==> src/rtl/ball_game_pkg.sv <==
// Shared types and constants for the ball game controller.
//   state_t    : controller FSM encoding (visible on ctrl_state)
//   *_DEF      : default screen / ball geometry
//   centre_pos : left/top edge that centres the ball on an axis
//   clamp10    : clamp a 10-bit value into [lo, hi]
package ball_game_pkg;

  localparam int H_ACTIVE_DEF  = 640;
  localparam int V_ACTIVE_DEF  = 480;
  localparam int BALL_SIZE_DEF = 16;

  typedef enum logic [2:0] {
    ST_IDLE     = 3'd0,
    ST_SERVE    = 3'd1,
    ST_MOVE     = 3'd2,
    ST_ARMED    = 3'd3,
    ST_COOLDOWN = 3'd4,
    ST_MISS     = 3'd5
  } state_t;

  function automatic int centre_pos(input int active, input int size);
    return (active - size) / 2;
  endfunction

  localparam int CENTRE_X = centre_pos(H_ACTIVE_DEF, BALL_SIZE_DEF);
  localparam int CENTRE_Y = centre_pos(V_ACTIVE_DEF, BALL_SIZE_DEF);

  function automatic logic [9:0] clamp10(input logic [9:0] v,
                                         input logic [9:0] lo,
                                         input logic [9:0] hi);
    if (v < lo)      return lo;
    else if (v > hi) return hi;
    else             return v;
  endfunction

endpackage

==> src/rtl/hit_window_gen.sv <==
// Combinational hit-window test for the current pixel.
//   en          : window allowed this cycle
//   ball_x/y    : ball top-left corner
//   x/y_pixel   : pixel being scanned
//   is_hit_area : pixel lies in the ball box grown by HIT_MARGIN on every side
module hit_window_gen #(
  parameter int BALL_SIZE  = 16,
  parameter int HIT_MARGIN = 8
) (
  input  logic       en,
  input  logic [9:0] ball_x,
  input  logic [9:0] ball_y,
  input  logic [9:0] x_pixel,
  input  logic [9:0] y_pixel,
  output logic       is_hit_area
);

  // Signed 11-bit so the lower bound near the screen edge goes negative
  // instead of wrapping to a large value.
  localparam logic signed [10:0] LO_OFF = 11'(HIT_MARGIN);
  localparam logic signed [10:0] HI_OFF = 11'(BALL_SIZE + HIT_MARGIN);

  logic signed [10:0] bx, by, px, py;
  logic in_x, in_y;

  always_comb begin
    bx   = $signed({1'b0, ball_x});
    by   = $signed({1'b0, ball_y});
    px   = $signed({1'b0, x_pixel});
    py   = $signed({1'b0, y_pixel});
    in_x = (px >= bx - LO_OFF) && (px < bx + HI_OFF);
    in_y = (py >= by - LO_OFF) && (py < by + HI_OFF);
    is_hit_area = en && in_x && in_y;
  end

endmodule

==> src/rtl/ball_game_controller.sv <==
// Per-frame sequencer for the ball hit-detection datapath.
// Owns ball position / speed / direction, arms the collision detector's
// hit window when the ball approaches the left side, bounces the ball on a
// reported collision and scores hits and misses.
//   clk_25MHz, reset_n        : pixel clock, async active-low reset
//   game_enable               : level, 0 forces IDLE
//   frame_start               : one pulse per frame, advances the ball
//   x_pixel, y_pixel          : current scan position
//   collision_detected,
//   estimated_speed           : detector result, valid together
//   is_hit_area               : combinational window flag for current pixel
//   is_ball_moving_left       : direction flag to detector
//   ball_x, ball_y, ball_speed: ball state
//   ctrl_state                : FSM state
//   miss_pulse                : one cycle per miss
//   hit_count, miss_count     : saturating scores
module ball_game_controller
  import ball_game_pkg::*;
#(
  parameter int H_ACTIVE        = H_ACTIVE_DEF,
  parameter int V_ACTIVE        = V_ACTIVE_DEF,
  parameter int BALL_SIZE       = BALL_SIZE_DEF,
  parameter int HIT_MARGIN      = 8,
  parameter int ZONE_X          = 160,
  parameter int INIT_SPEED      = 4,
  parameter int MIN_SPEED       = 2,
  parameter int MAX_SPEED       = 12,
  parameter int Y_STEP          = 2,
  parameter int SERVE_FRAMES    = 60,
  parameter int COOLDOWN_FRAMES = 10
) (
  input  logic       clk_25MHz,
  input  logic       reset_n,
  input  logic       game_enable,
  input  logic       frame_start,
  input  logic [9:0] x_pixel,
  input  logic [9:0] y_pixel,
  input  logic       collision_detected,
  input  logic [9:0] estimated_speed,
  output logic       is_hit_area,
  output logic       is_ball_moving_left,
  output logic [9:0] ball_x,
  output logic [9:0] ball_y,
  output logic [9:0] ball_speed,
  output logic [2:0] ctrl_state,
  output logic       miss_pulse,
  output logic [7:0] hit_count,
  output logic [7:0] miss_count
);

  localparam logic [9:0]  CX      = 10'(centre_pos(H_ACTIVE, BALL_SIZE));
  localparam logic [9:0]  CY      = 10'(centre_pos(V_ACTIVE, BALL_SIZE));
  localparam logic [10:0] X_LIM   = 11'(H_ACTIVE - BALL_SIZE);
  localparam logic [10:0] Y_LIM   = 11'(V_ACTIVE - BALL_SIZE);
  localparam logic [9:0]  X_MAX   = 10'(H_ACTIVE - BALL_SIZE);
  localparam logic [9:0]  Y_MAX   = 10'(V_ACTIVE - BALL_SIZE);
  localparam logic [9:0]  YSTEP   = 10'(Y_STEP);
  localparam logic [9:0]  ZONE    = 10'(ZONE_X);
  localparam logic [9:0]  SPD0    = 10'(INIT_SPEED);
  localparam logic [9:0]  SPD_MIN = 10'(MIN_SPEED);
  localparam logic [9:0]  SPD_MAX = 10'(MAX_SPEED);
  localparam int          FCW     = $clog2((SERVE_FRAMES > COOLDOWN_FRAMES ?
                                            SERVE_FRAMES : COOLDOWN_FRAMES) + 1);
  localparam logic [FCW-1:0] SERVE_LAST = FCW'(SERVE_FRAMES - 1);
  localparam logic [FCW-1:0] COOL_LAST  = FCW'(COOLDOWN_FRAMES - 1);

  state_t           state, state_d;
  logic [9:0]       x_q, x_d, y_q, y_d, spd_q, spd_d;
  logic             left_q, left_d, down_q, down_d;
  logic [7:0]       hits_q, hits_d, miss_q, miss_d;
  logic [FCW-1:0]   fcnt_q, fcnt_d;
  logic             pulse_q, pulse_d;

  // Candidate per-frame motion. A hit in ARMED reverses and re-speeds the
  // ball before the same-cycle frame update, so motion uses the new values.
  logic             hit_now;
  logic [9:0]       spd_hit, mv_spd, mv_x, mv_y;
  logic             mv_dir_left, mv_left, mv_down;
  logic [10:0]      x_fwd, y_fwd;

  always_comb begin
    hit_now     = (state == ST_ARMED) && collision_detected;
    spd_hit     = clamp10(estimated_speed, SPD_MIN, SPD_MAX);
    mv_spd      = hit_now ? spd_hit : spd_q;
    mv_dir_left = hit_now ? 1'b0 : left_q;
    x_fwd       = {1'b0, x_q} + {1'b0, mv_spd};
    y_fwd       = {1'b0, y_q} + {1'b0, YSTEP};

    mv_left = mv_dir_left;
    if (mv_dir_left)          mv_x = x_q - mv_spd;
    else if (x_fwd >= X_LIM) begin
      mv_x    = X_MAX;
      mv_left = 1'b1;
    end else                  mv_x = x_fwd[9:0];

    mv_down = down_q;
    if (down_q) begin
      if (y_fwd >= Y_LIM) begin
        mv_y    = Y_MAX;
        mv_down = 1'b0;
      end else mv_y = y_fwd[9:0];
    end else if (y_q <= YSTEP) begin
      mv_y    = '0;
      mv_down = 1'b1;
    end else mv_y = y_q - YSTEP;
  end

  always_comb begin
    state_d = state;
    x_d     = x_q;
    y_d     = y_q;
    spd_d   = spd_q;
    left_d  = left_q;
    down_d  = down_q;
    hits_d  = hits_q;
    miss_d  = miss_q;
    fcnt_d  = fcnt_q;
    pulse_d = 1'b0;

    if (!game_enable) begin
      state_d = ST_IDLE;
      x_d     = CX;
      y_d     = CY;
      spd_d   = SPD0;
      left_d  = 1'b1;
      fcnt_d  = '0;
    end else begin
      unique case (state)
        ST_IDLE: begin
          x_d     = CX;
          y_d     = CY;
          spd_d   = SPD0;
          left_d  = 1'b1;
          fcnt_d  = '0;
          state_d = ST_SERVE;
        end
        ST_SERVE: if (frame_start) begin
          if (fcnt_q == SERVE_LAST) begin
            fcnt_d  = '0;
            state_d = ST_MOVE;
          end else fcnt_d = fcnt_q + 1'b1;
        end
        ST_MOVE: begin
          if (frame_start) begin
            x_d = mv_x; y_d = mv_y; left_d = mv_left; down_d = mv_down;
          end
          if (left_q && x_q <= ZONE) state_d = ST_ARMED;
        end
        ST_ARMED: begin
          if (hit_now) begin
            spd_d   = spd_hit;
            left_d  = 1'b0;
            hits_d  = (hits_q == 8'hFF) ? hits_q : hits_q + 8'd1;
            fcnt_d  = '0;
            state_d = ST_COOLDOWN;
            if (frame_start) begin
              x_d = mv_x; y_d = mv_y; left_d = mv_left; down_d = mv_down;
            end
          end else if (frame_start) begin
            y_d = mv_y; down_d = mv_down;
            if (x_q <= spd_q) begin
              x_d     = '0;
              state_d = ST_MISS;
            end else begin
              x_d = mv_x; left_d = mv_left;
            end
          end
        end
        ST_COOLDOWN: if (frame_start) begin
          x_d = mv_x; y_d = mv_y; left_d = mv_left; down_d = mv_down;
          if (fcnt_q == COOL_LAST) begin
            fcnt_d  = '0;
            state_d = ST_MOVE;
          end else fcnt_d = fcnt_q + 1'b1;
        end
        ST_MISS: begin
          pulse_d = 1'b1;
          miss_d  = (miss_q == 8'hFF) ? miss_q : miss_q + 8'd1;
          x_d     = CX;
          y_d     = CY;
          spd_d   = SPD0;
          left_d  = 1'b1;
          fcnt_d  = '0;
          state_d = ST_SERVE;
        end
        default: state_d = ST_IDLE;
      endcase
    end
  end

  always_ff @(posedge clk_25MHz or negedge reset_n) begin
    if (!reset_n) begin
      state   <= ST_IDLE;
      x_q     <= CX;
      y_q     <= CY;
      spd_q   <= SPD0;
      left_q  <= 1'b1;
      down_q  <= 1'b1;
      hits_q  <= '0;
      miss_q  <= '0;
      fcnt_q  <= '0;
      pulse_q <= 1'b0;
    end else begin
      state   <= state_d;
      x_q     <= x_d;
      y_q     <= y_d;
      spd_q   <= spd_d;
      left_q  <= left_d;
      down_q  <= down_d;
      hits_q  <= hits_d;
      miss_q  <= miss_d;
      fcnt_q  <= fcnt_d;
      pulse_q <= pulse_d;
    end
  end

  hit_window_gen #(
    .BALL_SIZE (BALL_SIZE),
    .HIT_MARGIN(HIT_MARGIN)
  ) u_hit_window (
    .en         (state == ST_ARMED),
    .ball_x     (x_q),
    .ball_y     (y_q),
    .x_pixel    (x_pixel),
    .y_pixel    (y_pixel),
    .is_hit_area(is_hit_area)
  );

  assign is_ball_moving_left = left_q;
  assign ball_x              = x_q;
  assign ball_y              = y_q;
  assign ball_speed          = spd_q;
  assign ctrl_state          = state;
  assign miss_pulse          = pulse_q;
  assign hit_count           = hits_q;
  assign miss_count          = miss_q;

endmodule

==> config.mk <==
export PLATFORM = sky130hd
export DESIGN_NAME = ball_game_controller
export DESIGN_NICKNAME = d
export VERILOG_FILES = /design/src/rtl/ball_game_pkg.sv /design/src/rtl/hit_window_gen.sv /design/src/rtl/ball_game_controller.sv
export SDC_FILE = /design/constraint.sdc
export NUM_CORES = 1
export LEC_CHECK = 0
export CORE_MARGIN = 4
export CORE_UTILIZATION = 40
export CTS_CLUSTER_DIAMETER = 80
export DETAILED_ROUTE_END_ITERATION = 16
export SKIP_LAST_GASP = 1
export SYNTH_ARGS = -nofsm -noshare
export SYNTH_HDL_FRONTEND = slang
export SYNTH_HIERARCHICAL = 1
export SYNTH_SLANG_ARGS = --single-unit
export TNS_END_PERCENT = 30
==> constraint.sdc <==
create_clock -name clk_25MHz -period 4.5 [get_ports clk_25MHz]
set_input_delay 0.675 -clock clk_25MHz [delete_from_list [all_inputs] [get_ports clk_25MHz]]
set_output_delay 0.675 -clock clk_25MHz [all_outputs]
set_load 0.1 [all_outputs]
==> flow_summary.yaml <==
clock_network:
  clk_latency_ns: 0.33
  cts_max_level: 3
  path_clk_slew_ns: 0.06
  post_cts_buffers: 0
  cts_sinks: 57
  cts_tree: "yes"
  cts-root-buf: "clkbuf_16"
  cts_buffer_depth: 2
  hold_buffers: 0
  cts_resized: 0
  numCtsBuffers: 9
worst_setup_path:
  critPathRequiredTime_ns: 4.75
  end_kind: "flip-flop"
  path_max_fanout: 10
  arrival_ns: 4.50
  critPathLaunchType: "input port"
  worstSetupPathType: "in2reg"
floorplan:
  core_area_um2: 14750
  io_pins: 87
  die_h_um: 131.8
  start_util: 0.4153
  rows: 44
  dieArea_um2: 17360
  die_w_um: 131.8
place:
  dp_hpwl_um: 13600
  port_buffers: 85
  dp.cells: 1016
  finalWeightedCongestion: 0.9296
timing:
  slew_headroom: 0.3289
  fin_crit_sh: 0.9441
  setup_viol_count_final: 0
  clock_skew_ns: 0.008213
  fmax_mhz: 235.4
  whs_ns: 0.3663
  fin_crit_ns: 4.248
  hold_viol_final: 0
  tightest_slew_ns: 1.004
  setup_tns_ns: 0
  rsz0062_at_grt: "no"
  final_max_slew_viol_count: 0
synthesis:
  synth_top_cell_by_area: "dfrtp_1"
  avgSynthCellArea_um2: 8.148
  synth_ff_type: "dfrtp_1"
  synth-seq-cells: 57
  netlist_area_um2: 6127
  synth_top_area_share: 0.1879
  synth_edf_count: 0
  ys_top_cells_by_area: "dfrtp_1, ha_1, dfstp_2, a21oi_1, nor2_1"
  ys_seq_area_frac: 0.2350
  synthCells: 752
  synthArstFlopShare: 1.000
  ys_warn_count: 6
  yosysMostFrequentCell: "nor2_1"
  yosys-top-cells-count: "nor2_1, ha_1, nand2_1, a21oi_1, inv_1"
  ys_types: 88
global_routing:
  grt_max_degree: 30
  gr-total-overflow: 0
  grt_pass1_wl_um: 29120
  antenna_found_initial: 0
  grt_pass1_vias: 5826
  grt.total_usage: 0.1993
detailed_routing:
  num_vias: 6003
  wl_per_cell_um: 17.08
  drc: 0
  viasPerCell: 5.817
  dr.pass1.iters: 5
  drtAntennaViolNets: 0
  initialDrtViolationCount: 489
  routed_wl_um: 17630
final_layout:
  layout.cells.non_filler: 1032
  antennaDiodeCount: 0
  post-route-util: 0.5107
  layout-drive-gt1-share: 0.1120
  syn_to_final_growth_pct: 22.97
  nNetsFinal: 948
  fill_cells: 1433
job:
  maxCapViolCount: 0
power_and_ir_drop:
  ir_drop_uv: 341.0
  p_per_area_nw_per_um2: 520.4
  power_leakage_nw: 3.256
status:
  outcome: "finished, final reports clean"
min_path:
  min_path_type: "in2async"
==> cell type report <==
cell class,count,area [um2],area share
clock buffer,10,239.0,0.03172
sequential,57,1441,0.1913
timing repair buffer,114,1074,0.1425
multi-input combinational,608,4285,0.5687
inverter,53,198.9,0.02640
clock inverter,6,66.31,0.008801
tap,184,230.2,0.03055
==> cell usage in the layout (no fill, tap or decap), drive strengths merged, types with 22 or more instances in the layout <==
cell type       n
a21oi          57
buf            31
clkdlybuf4s50  83
dfrtp          46
ha             68
inv            54
nand2          65
nand3          26
nor2           69
o21ai          54
xnor2          28
xor2           22
==> stage by stage <==
stage | area [um2] | setup slack (ns) | total power [mW]
6_report | 7535 | 0.2516 | 3.921
3_3_place_gp | 7229 | 0.05531 | 3.179
5_1_grt | 7535 | 0.02992 | 4.179
2_1_floorplan | 6145 | -0.03142 | 2.569
3_5_place_dp | 7229 | -0.002541 | 3.189
4_1_cts | 7535 | 0.2940 | 3.913
==> worst paths after layout <==
kind / start / end / slack (ns) / cells after the start
worst max-delay path: estimated_speed[1] / ball_x[4]$_DFFE_PN1P_ / 0.25 / 14
max in group asynchronous: reset_n / ball_x[5]$_DFFE_PN1P_ / 3.25 / 2
worst min-delay path: reset_n / hit_count[3]$_DFFE_PN0P_ / 0.37 / 1
min in group clk_25MHz: miss_count[5]$_DFFE_PN0P_ / miss_count[5]$_DFFE_PN0P_ / 0.50 / 1
worst max register to register: ctrl_state[2]$_DFFE_PN0P_ / ball_x[4]$_DFFE_PN1P_ / 0.60 / 14
worst min register to register: miss_count[5]$_DFFE_PN0P_ / miss_count[5]$_DFFE_PN0P_ / 0.50 / 1
==> sequential cells by signal, summed over array words and instances (netlist names) <==
name                 flops
miss_count               8
ball_x                  10
ctrl_state               3
down_q                   1
ball_y                   9
ball_speed              10
hit_count                8
is_ball_moving_left      1
miss_pulse               1
fcnt_q                   6
==> power breakdown <==
part	switching (mW)	total [mW]	internal, mW
Sequential	0.166	0.767	0.601
Clock	0.253	0.697	0.444
Combinational	1.61	2.46	0.851
Total	2.02	3.92	1.90
==> cells by family (layout without fill, tap and decap cells) <==
logic type | after synthesis | count (layout) | share of synthesized area
and+or+nand+nor | 250 | 250 | 0.2007
AOI/OAI and AO/OA | 227 | 227 | 0.2628
buffers and inverters | 88 | 183 | 0.06820
adders and majority gates | 71 | 71 | 0.1470
DFF | 57 | 57 | 0.2350
xor gates and xnor gates | 50 | 50 | 0.07147
muxes | 8 | 8 | 0.01409
other | 1 | 2 | 0.0006120
==> critical path, stage by stage <==
cell and delay (ns):
clkdlybuf4s50_1 0.48, inv_1 0.05, maj3_1 0.34, or3_1 0.31, o21ai_0 0.17, ha_1 0.32
a21oi_1 0.27, o2bb2ai_2 0.16, o41ai_4 0.30, mux2_2 0.40, o32ai_4 0.11, and2_1 0.40
a31oi_1 0.15, o32a_1 0.35
==> metal layers <==
metal / GRT usage / vias up / share of wire
met5: 0 / - / 0
met4: 0.05426 / 0 / 0.018
met3: 0.04313 / 29 / 0.063
met2: 0.3221 / 200 / 0.45
met1: 0.2704 / 2874 / 0.47
li1: - / 2900 / -
Power figures use the tool's default switching activity.
